File: src/rtl/imem_loader.sv
`timescale 1ns/1ps
// imem_loader
// Boot-time owner of the instruction RAM write port. Holds the core in stall
// while a byte stream (4-byte LE word count N, N LE words, optional checksum
// byte) is received, writes each assembled word to BASE_ADDR + 4*idx, then
// releases the core.
//
// Optional feature macro: IMEM_LOADER_CHECKSUM_EN
//   defined   -> trailing XOR checksum byte required (CHK state present)
//   undefined -> no checksum; the last word (or N == 0) goes straight to FLUSH
//
// Ports
//   clk, rst_n         : clock (rising edge), async active-low reset
//   rx_valid/rx_data   : incoming stream byte
//   rx_ready           : byte accepted this cycle when rx_valid && rx_ready
//   load_start         : pulse, restarts a load from DONE or ERR
//   is_write           : one-cycle RAM write strobe per word
//   im_addr / im_inst  : RAM byte address / word for the write
//   cpu_hold           : core held while high
//   load_done/load_err : terminal status flags (never both high)
//   dbg_state          : current FSM state encoding
//
// Handshake: a byte transfers on the rising edge where rx_valid && rx_ready;
// rx_ready depends only on the state, never on rx_valid.
module imem_loader #(
  parameter int          W         = 32,
  parameter int          DEPTH     = 2048,
  parameter logic [W-1:0] BASE_ADDR = '0
) (
  input  logic         clk,
  input  logic         rst_n,
  input  logic         rx_valid,
  input  logic [7:0]   rx_data,
  output logic         rx_ready,
  input  logic         load_start,
  output logic         is_write,
  output logic [W-1:0] im_addr,
  output logic [W-1:0] im_inst,
  output logic         cpu_hold,
  output logic         load_done,
  output logic         load_err,
  output logic [2:0]   dbg_state
);

  localparam int IW = $clog2(DEPTH) + 1;

  typedef enum logic [2:0] {
    S_LEN   = 3'd0,
    S_DATA  = 3'd1,
    S_CHK   = 3'd2,
    S_FLUSH = 3'd3,
    S_DONE  = 3'd4,
    S_ERR   = 3'd5
  } state_t;

`ifdef IMEM_LOADER_CHECKSUM_EN
  localparam state_t S_TAIL = S_CHK;
`else
  localparam state_t S_TAIL = S_FLUSH;
`endif

  state_t        r_state;
  logic [W-1:0]  r_len;
  logic [W-1:0]  r_word;
  logic [1:0]    r_byte_cnt;
  logic [IW-1:0] r_idx;
  logic          r_is_write;
  logic [W-1:0]  r_im_addr;
  logic [W-1:0]  r_im_inst;
  logic          r_cpu_hold;
  logic          r_load_done;
  logic          r_load_err;
`ifdef IMEM_LOADER_CHECKSUM_EN
  logic [7:0]    r_csum;
`endif

  logic          w_accept;
  logic          w_last_byte;
  logic [W-1:0]  w_len_next;
  logic [W-1:0]  w_word_next;
  logic [IW-1:0] w_idx_inc;
  logic [W-1:0]  w_addr;

  assign rx_ready    = (r_state == S_LEN) || (r_state == S_DATA) || (r_state == S_CHK);
  assign w_accept    = rx_valid && rx_ready;
  assign w_last_byte = (r_byte_cnt == 2'd3);
  // Little-endian assembly: each new byte enters at the top and shifts down,
  // so after four bytes the first one sits in bits [7:0].
  assign w_len_next  = {rx_data, r_len[W-1:8]};
  assign w_word_next = {rx_data, r_word[W-1:8]};
  assign w_idx_inc   = r_idx + IW'(1);
  assign w_addr      = BASE_ADDR + (W'(r_idx) << 2);

  assign is_write  = r_is_write;
  assign im_addr   = r_im_addr;
  assign im_inst   = r_im_inst;
  assign cpu_hold  = r_cpu_hold;
  assign load_done = r_load_done;
  assign load_err  = r_load_err;
  assign dbg_state = r_state;

  always_ff @(posedge clk or negedge rst_n) begin
    if (!rst_n) begin
      r_state     <= S_LEN;
      r_len       <= '0;
      r_word      <= '0;
      r_byte_cnt  <= '0;
      r_idx       <= '0;
      r_is_write  <= 1'b0;
      r_im_addr   <= BASE_ADDR;
      r_im_inst   <= '0;
      r_cpu_hold  <= 1'b1;
      r_load_done <= 1'b0;
      r_load_err  <= 1'b0;
`ifdef IMEM_LOADER_CHECKSUM_EN
      r_csum      <= '0;
`endif
    end else begin
      r_is_write <= 1'b0;
`ifdef IMEM_LOADER_CHECKSUM_EN
      // Running XOR covers length and data bytes; the checksum byte itself
      // is compared against it, not folded in.
      if (w_accept && (r_state != S_CHK)) r_csum <= r_csum ^ rx_data;
`endif
      case (r_state)
        S_LEN: begin
          if (w_accept) begin
            r_len      <= w_len_next;
            r_byte_cnt <= r_byte_cnt + 2'd1;
            if (w_last_byte) begin
              if (w_len_next > W'(DEPTH)) begin
                r_state    <= S_ERR;
                r_load_err <= 1'b1;
              end else if (w_len_next == '0) begin
                r_state <= S_TAIL;
              end else begin
                r_state <= S_DATA;
              end
            end
          end
        end
        S_DATA: begin
          if (w_accept) begin
            r_word     <= w_word_next;
            r_byte_cnt <= r_byte_cnt + 2'd1;
            if (w_last_byte) begin
              r_im_inst  <= w_word_next;
              r_im_addr  <= w_addr;
              r_is_write <= 1'b1;
              r_idx      <= w_idx_inc;
              if (W'(w_idx_inc) == r_len) r_state <= S_TAIL;
            end
          end
        end
`ifdef IMEM_LOADER_CHECKSUM_EN
        S_CHK: begin
          if (w_accept) begin
            if (rx_data == r_csum) begin
              r_state <= S_FLUSH;
            end else begin
              r_state    <= S_ERR;
              r_load_err <= 1'b1;
            end
          end
        end
`endif
        S_FLUSH: begin
          // One idle cycle so the final write strobe has retired before
          // the core is released.
          r_state     <= S_DONE;
          r_cpu_hold  <= 1'b0;
          r_load_done <= 1'b1;
        end
        S_DONE, S_ERR: begin
          if (load_start) begin
            r_state     <= S_LEN;
            r_len       <= '0;
            r_word      <= '0;
            r_byte_cnt  <= '0;
            r_idx       <= '0;
            r_cpu_hold  <= 1'b1;
            r_load_done <= 1'b0;
            r_load_err  <= 1'b0;
`ifdef IMEM_LOADER_CHECKSUM_EN
            r_csum      <= '0;
`endif
          end
        end
        default: begin
          r_state <= S_ERR;
          r_load_err <= 1'b1;
        end
      endcase
    end
  end

endmodule

File: config.mk
export PLATFORM = sky130hd
export DESIGN_NAME = imem_loader
export DESIGN_NICKNAME = d
export VERILOG_FILES = /design/src/rtl/imem_loader.sv
export SDC_FILE = /design/constraint.sdc
export NUM_CORES = 1
export LEC_CHECK = 0
export ABC_AREA = 1
export CAP_MARGIN = 20
export CORE_ASPECT_RATIO = 0.6
export CORE_MARGIN = 8
export CORE_UTILIZATION = 58
export CTS_CLUSTER_DIAMETER = 40
export CTS_CLUSTER_SIZE = 28
export DETAILED_ROUTE_END_ITERATION = 10
export HOLD_SLACK_MARGIN = 0.06
export PLACE_DENSITY_LB_ADDON = 0.12
export RECOVER_POWER = 50
export SETUP_SLACK_MARGIN = 0.15
export SYNTH_ARGS = -nofsm -noshare
export SYNTH_HDL_FRONTEND = slang
export SYNTH_SLANG_ARGS = --single-unit
File: constraint.sdc
create_clock -name clk -period 4.7 [get_ports clk]
set_input_delay 1.41 -clock clk [delete_from_list [all_inputs] [get_ports clk]]
set_output_delay 1.41 -clock clk [all_outputs]
set_load 0.03 [all_outputs]
==> summary.md, run 1 <==
| Metric | Value |
|---|---|
| Status | `finished with violations` |
| Failing checks | `max-capacitance violations, max-slew violations` |
| Startpoint Class | `input port` |
| Drt drc | `0` |
| CP Capture Type | `flop` |
| H-tree depth | `4` |
| RSZ-0062 raised after global routing | `no` |
| Largest net degree at the start of global routing | `69` |
| Clock Latency Late Sink | `0.41 ns` |
| Worst hold-check slack | `0.481 ns` |
| Row cnt | `27` |
| Clock slew at reported path FFs | `0.06 ns` |
| Final Routed Wirelength | `13.5 mm` |
| Worst-case clock skew | `0.00992 ns` |
| Seq/Total Area, Yosys | `0.559` |
| Post-cts sizing count | `0` |
| Starting density of the core | `0.594` |
| Crit share post-route | `0.784` |
| Worst setup margin | `1.01 ns` |
| Die area | `12800 um^2` |
| #FFs+latches synth | `121` |
| Post-Synth XOR/XNOR Area | `0.0118` |
| Dpl ws | `1.04 ns` |
| Leakage | `3.08 nW` |
| # IOs | `84` |
| Data required, critical path | `5.03 ns` |
| Max clock buf depth | `2` |
| Commonest cells after routing, fill and taps aside | `dfrtp_1 (120), nand2_1 (115), inv_1 (89)` |
| Gr ovfl total | `0` |
| Mapped Area | `5420 um^2` |
| Syn. warnings | `0` |
| Clk root buf | `clkbuf_16` |
| Drt initial violations | `340` |
| Via/cell ratio | `5.52` |
| Inserted Diodes | `0` |
| Hold buffer count at cts | `0` |
| Vias in the first global route | `4379` |
| Die H | `90.9 um` |
| First-pass GRT wire length | `22.6 mm` |
| Hold Vio Cnt, Final | `0` |
| Total power | `4.46 mW` |
| Initial antenna violation count | `0` |
| Tightest Hold Check Type | `flop to flop` |
| Adder-cell share of the synthesized area | `0.00462` |
| Critical path arrival | `4.01 ns` |
| FMAX | `271 MHz` |
| Non-Filler Instances | `811` |
| Setup Buffers After CTS | `0` |
| Inst Count DP | `778` |
| CTS tree | `done` |
| Synth Area per Inst | `8.74 um^2` |
| I/O Buffers | `63` |
| Simple-Gate Fraction of Synth Area | `0.187` |
| Mux cell area share after synthesis | `0.00185` |
| Distinct cells, synth | `30` |
| Vias | `4476` |
| Largest family of logic cells by synthesized area | `simple AND/OR/NAND/NOR gates` |
| TritonCTS buffer count | `17` |
| Final Setup Violations | `0` |
| Clock sinks | `121` |
| Crit path max fanout | `28` |
| Final Wtd Congestion | `0.889` |
| Share of cells above drive strength 1 | `0.0734` |
| Chip width | `141 um` |
| Total Neg Setup Slack | `0 ns` |
| Post-DP HPWL | `9.17 mm` |
| Worst-margin pin slew | `1.64 ns` |
| Power density over cell area | `675 nW/um^2` |
| Pins Over Slew Limit | `98` |
| WS Path Type | `input port to flop` |
| ANT nets after route | `0` |
| Slew headroom | `-0.0946` |
| Nets | `696` |
| Number of max-cap violations | `2` |
| Core area | `9120 um^2` |
| P&R area growth vs syn | `21.9%` |
| Post-Syn Instances | `620` |
| Most common cell after layout, fill and taps aside | `dfrtp_1` |
| Min Tclk post-route | `3.69 ns` |
| Initial DRT Pass Iterations | `6` |
| Global Route Usage Sum | `0.223` |
| WL/cell | `16.6 um` |
| VDD IR max | `470 uV` |
| Compound-cell area share of the yosys netlist | `0.124` |
==> cell type report <==
cell class | count | area, um^2
multi-input cells | 383 | 1850
clock inverters | 15 | 144
inverters | 90 | 338
fillers | 693 | 2510
repair buffers | 69 | 677
clock buffers | 17 | 425
flip-flops and latches | 121 | 3030
well taps | 116 | 145
==> worst max-delay path, stage by stage <==
cell and delay, ns:
dlygate4sd3_1 0.62, nand2_1 0.12, o21ai_1 1.19, buf_4 0.42, nand3_1 0.13, o21ai_0 0.11
==> power by group <==
group          internal, mW  leakage, nW  switching (mW)
Sequential             1.39         1.60           0.220
Combinational         0.556         1.21            1.06
Clock                 0.735        0.267           0.505
Total                  2.68         3.08            1.78
==> layer usage <==
| layer | global-route usage | wire, um | vias to the layer above |
|---|---|---|---|
| met1 | 0.310 | 6390 | 2185 |
| li1 | - | - | 2101 |
| met4 | 0.0525 | 108 | 0 |
| met2 | 0.321 | 5870 | 179 |
| met3 | 0.0823 | 1130 | 11 |
| met5 | 0 | 0 | - |
==> per-stage QoR <==
step	instance area (um^2)	utilization
finish	6610	0.724
global route	6610	0.724
CTS	6640	0.728
detailed placement	6070	0.665
global placement	6050	0.663
floorplan	5490	-
==> cells by family (layout without fill, tap and decap cells) <==
family          Yosys count  count (layout)
flops                   121             121
compound gates          124             124
mux                       1               1
xor+xnor                  4               4
simple gates            232             232
buf+inv                 135             191
other cells               1              20
fa+ha+maj                 2               2
==> state kept, by name, indices dropped and copies added (netlist names) <==
| register | cells |
|---|---|
| r_len | 32 |
| r_idx | 12 |
| r_byte_cnt | 2 |
| cpu_hold | 1 |
| im_inst | 32 |
| load_err | 1 |
| load_done | 1 |
| dbg_state | 3 |
| r_word | 24 |
| im_addr | 12 |
| is_write | 1 |
==> worst paths after layout <==
path | startpoint | slack, ns | cells past startpoint | endpoint
worst max-delay path | rx_valid | 1.01 | 6 | r_len[6]$_DFFE_PN0P_
worst min-delay path | im_inst[8]$_DFFE_PN0P_ | 0.48 | 2 | im_inst[8]$_DFFE_PN0P_
worst max register to register | dbg_state[1]$_DFFE_PN0P_ | 1.77 | 8 | r_len[6]$_DFFE_PN0P_
worst min register to register | im_inst[8]$_DFFE_PN0P_ | 0.48 | 2 | im_inst[8]$_DFFE_PN0P_
max in group asynchronous | rst_n | 1.23 | 2 | r_idx[3]$_DFFE_PN0P_
min in group asynchronous | rst_n | 1.40 | 1 | r_len[28]$_DFFE_PN0P_
==> synthesized netlist by cell type <==
master / count / area share
dfrtp_1: 120 / 0.55
nand2_1: 115 / 0.080
inv_1: 87 / 0.060
o21ai_0: 83 / 0.077
nand3_1: 58 / 0.054
nor2_1: 37 / 0.026
o22ai_1: 32 / 0.037
buf_4: 20 / 0.028
clkbuf_1: 13 / 0.0090
buf_2: 11 / 0.010
nand4_1: 7 / 0.0081
a21oi_1: 6 / 0.0055
nor2_2: 5 / 0.0058
inv_2: 3 / 0.0021
nor3_1: 3 / 0.0028
ha_1: 2 / 0.0046
nand2_2: 2 / 0.0023
nand3_2: 2 / 0.0037
o21ai_2: 2 / 0.0032
xor2_1: 2 / 0.0032
and2_1: 1 / 0.0012
buf_6: 1 / 0.0021
conb_1: 1 / 0.00069
dfstp_2: 1 / 0.0049
mux2i_1: 1 / 0.0018
nand2_4: 1 / 0.0021
nor2_4: 1 / 0.0021
o21a_1: 1 / 0.0014
xnor3_1: 1 / 0.0042
xnor3_2: 1 / 0.0044
(Power assumes the default switching activity.)
==> run 2: changes to the inputs <==
- CORE_UTILIZATION: 58 -> 49
- clock period: 4.7 -> 3.1 ns (I/O delays scaled with it)
==> run 2 against run 1 <==
Compared with the run above:
- the flow still finishes with violations (max-capacitance violations, max-slew violations)
- clock power is 60% higher
- critical path depth is 4 lower
- sequential power is 52% higher
- cell area is 1.4% higher
- largest cell class unchanged
- highest routed layer unchanged
==> summary.md, run 2 (synthesis results as in run 1) <==
| Metric | Value |
|---|---|
| Status | `finished with violations (unchanged)` |
| Failing checks | `max-capacitance violations, max-slew violations (unchanged)` |
| Post-cts sizing count | `0 (unchanged)` |
| Clock Latency Late Sink | `0.41 ns (about the same)` |
| WL/cell | `16.0 um (was 16.6 um)` |
| Hold buffer count at cts | `0 (unchanged)` |
| Clock slew at reported path FFs | `0.06 ns (about the same)` |
| # IOs | `84 (unchanged)` |
| CTS tree | `done (unchanged)` |
| Crit path largest cell delay | `0.69 ns (was 1.19 ns)` |
| Nets | `697 (was 696)` |
| I/O Buffers | `63 (unchanged)` |
| Initial antenna violation count | `0 (unchanged)` |
| Worst-case clock skew | `0.0110 ns (was 0.00992 ns)` |
| DR top layer | `met4 (unchanged)` |
| Tightest Hold Check Type | `flop to flop (unchanged)` |
| First-pass GRT wire length | `22.2 mm (was 22.6 mm)` |
| Share of cells above drive strength 1 | `0.0704 (was 0.0734)` |
| Die area | `14800 um^2 (was 12800 um^2)` |
| Max clock buf depth | `2 (unchanged)` |
| Starting density of the core | `0.508 (was 0.594)` |
| Final instance area | `6700 um^2 (was 6610 um^2)` |
| CP top delay family | `buffers and inverters (was compound AO/OA/AOI/OAI gates)` |
| Critical path arrival | `1.76 ns (was 4.01 ns)` |
| Largest net degree at the start of global routing | `98 (was 69)` |
| Crit path max fanout | `8 (was 28)` |
| CP Capture Type | `output pin (was flop)` |
| Clock sinks | `121 (unchanged)` |
| Row cnt | `29 (was 27)` |
| Min Tclk post-route | `2.69 ns` |
| DP Area | `6140 um^2 (was 6070 um^2)` |
| Global Route Usage Sum | `0.192 (was 0.223)` |
| WS Path Type | `flop to output pin (was input port to flop)` |
| Setup Buffers After CTS | `0 (unchanged)` |
| Total Neg Setup Slack | `0 ns (unchanged)` |
| Dpl ws | `0.515 ns (was 1.04 ns)` |
| Vias | `4365 (was 4476)` |
| H-tree depth | `4 (unchanged)` |
| Inserted Diodes | `0 (unchanged)` |
| Drt initial violations | `298 (was 340)` |
| Worst-margin pin slew | `2.17 ns (was 1.64 ns)` |
| P&R area growth vs syn | `23.7% (was 21.9%)` |
| Final Wtd Congestion | `0.877 (was 0.889)` |
| Clk root buf | `clkbuf_16 (unchanged)` |
| Slowest stage cell on the critical path | `clkdlybuf4s50_1 (was o21ai_1)` |
| Metal2 WL | `5.71 mm (was 5.87 mm)` |
| Drt drc | `0 (unchanged)` |
| Gr ovfl total | `0 (unchanged)` |
| Pins Over Slew Limit | `37 (was 98)` |
| Commonest cells after routing, fill and taps aside | `dfrtp_1 (120), nand2_1 (115), inv_1 (89) (unchanged)` |
| WP buf/inv | `1 (was 2)` |
| ANT nets after route | `0 (unchanged)` |
| FMAX | `371 MHz` |
| Critical-path cell list | `a21oi_1 -> clkdlybuf4s50_1 (was dlygate4sd3_1 -> nand2_1 -> o21ai_1 -> buf_4 -> nand3_1 -> o21ai_0)` |
| Most common cell after layout, fill and taps aside | `dfrtp_1 (unchanged)` |
| Startpoint Class | `flop (was input port)` |
| Non-Filler Instances | `835 (was 811)` |
| Hold Vio Cnt, Final | `0 (unchanged)` |
| Crit share post-route | `0.869` |
| Post-DP HPWL | `9.29 mm (was 9.17 mm)` |
| Met3 WL | `1.04 mm (was 1.13 mm)` |
| Via/cell ratio | `5.23 (was 5.52)` |
| Worst setup margin | `0.407 ns (was 1.01 ns)` |
| Leakage | `3.12 nW (was 3.08 nW)` |
| Final Routed Wirelength | `13.4 mm (was 13.5 mm)` |
| Chip width | `152 um (was 141 um)` |
| Data required, critical path | `2.17 ns (was 5.03 ns)` |
| Power density over cell area | `1030 nW/um^2 (was 675 nW/um^2)` |
| Die H | `97.5 um (was 90.9 um)` |
| TritonCTS buffer count | `17 (unchanged)` |
| Core area | `10700 um^2 (was 9120 um^2)` |
| VDD IR max | `676 uV (was 470 uV)` |
| M1 WL | `6.46 mm (was 6.39 mm)` |
| Slew headroom | `-0.446 (was -0.0946)` |
| Inst Count DP | `803 (was 778)` |
| Number of max-cap violations | `1 (was 2)` |
| Vias in the first global route | `4281 (was 4379)` |
| Final Setup Violations | `0 (unchanged)` |
| Initial DRT Pass Iterations | `5 (was 6)` |
| RSZ-0062 raised after global routing | `no (unchanged)` |
run 2: cell types whose count changed in the layout (fill, tap and decap cells not counted), sizes merged:
cell and change:
clkbuf +3, clkinvlp -2, buf +1, dlygate4sd3 -3, bufinv +1, clkinv -2
clkdlybuf4s50 +3
run 2: area by class of cell:
class,count,area (um^2)
flip-flops and latches,121,3030
repair buffers,70,721
clock buffers,20,457
fillers,880,3970
clock inverters,12,138
inverters,90,338
well taps,139,174
multi-input cells,383,1850
run 2: worst paths after layout:
path / from / to / slack (ns) / cells after the start
max in group asynchronous: rst_n / im_addr[2]$_DFFE_PN0P_ / 0.70 / 1
min: im_inst[23]$_DFFE_PN0P_ / im_inst[23]$_DFFE_PN0P_ / 0.48 / 2
max reg2reg: dbg_state[2]$_DFFE_PN0P_ / r_len[6]$_DFFE_PN0P_ / 0.48 / 9
min reg2reg: im_inst[23]$_DFFE_PN0P_ / im_inst[23]$_DFFE_PN0P_ / 0.48 / 2
min in group asynchronous: rst_n / r_len[30]$_DFFE_PN0P_ / 1.15 / 1
max: dbg_state[0]$_DFFE_PN0P_ / rx_ready / 0.41 / 2
run 2: tightest hold or removal path: stages (launching register included):
cell and delay, ns:
dfrtp_1 0.34, nand2_1 0.05, o21ai_0 0.05
run 2: stage by stage:
step / hold WS (ns) / util / power (mW)
3_3_place_gp: 0.467 / 0.575 / 4.87
6_report: 0.484 / 0.628 / 6.87
3_5_place_dp: 0.473 / 0.575 / 4.93
4_1_cts: 0.487 / 0.631 / 6.93
2_1_floorplan: 0.473 / - / 4.02
5_1_grt: 0.500 / 0.628 / 7.29
run 2: routing by layer:
layer | track usage | up-vias
li1 | - | 2105
met2 | 0.265 | 141
met5 | 0 | -
met3 | 0.0581 | 12
met4 | 0.0720 | 0
met1 | 0.275 | 2107
run 2: power breakdown:
| group | internal (mW) | switching (mW) |
|---|---|---|
| combinational | 0.863 | 1.60 |
| sequential | 2.10 | 0.335 |
| clock | 1.23 | 0.741 |
| total | 4.20 | 2.67 |
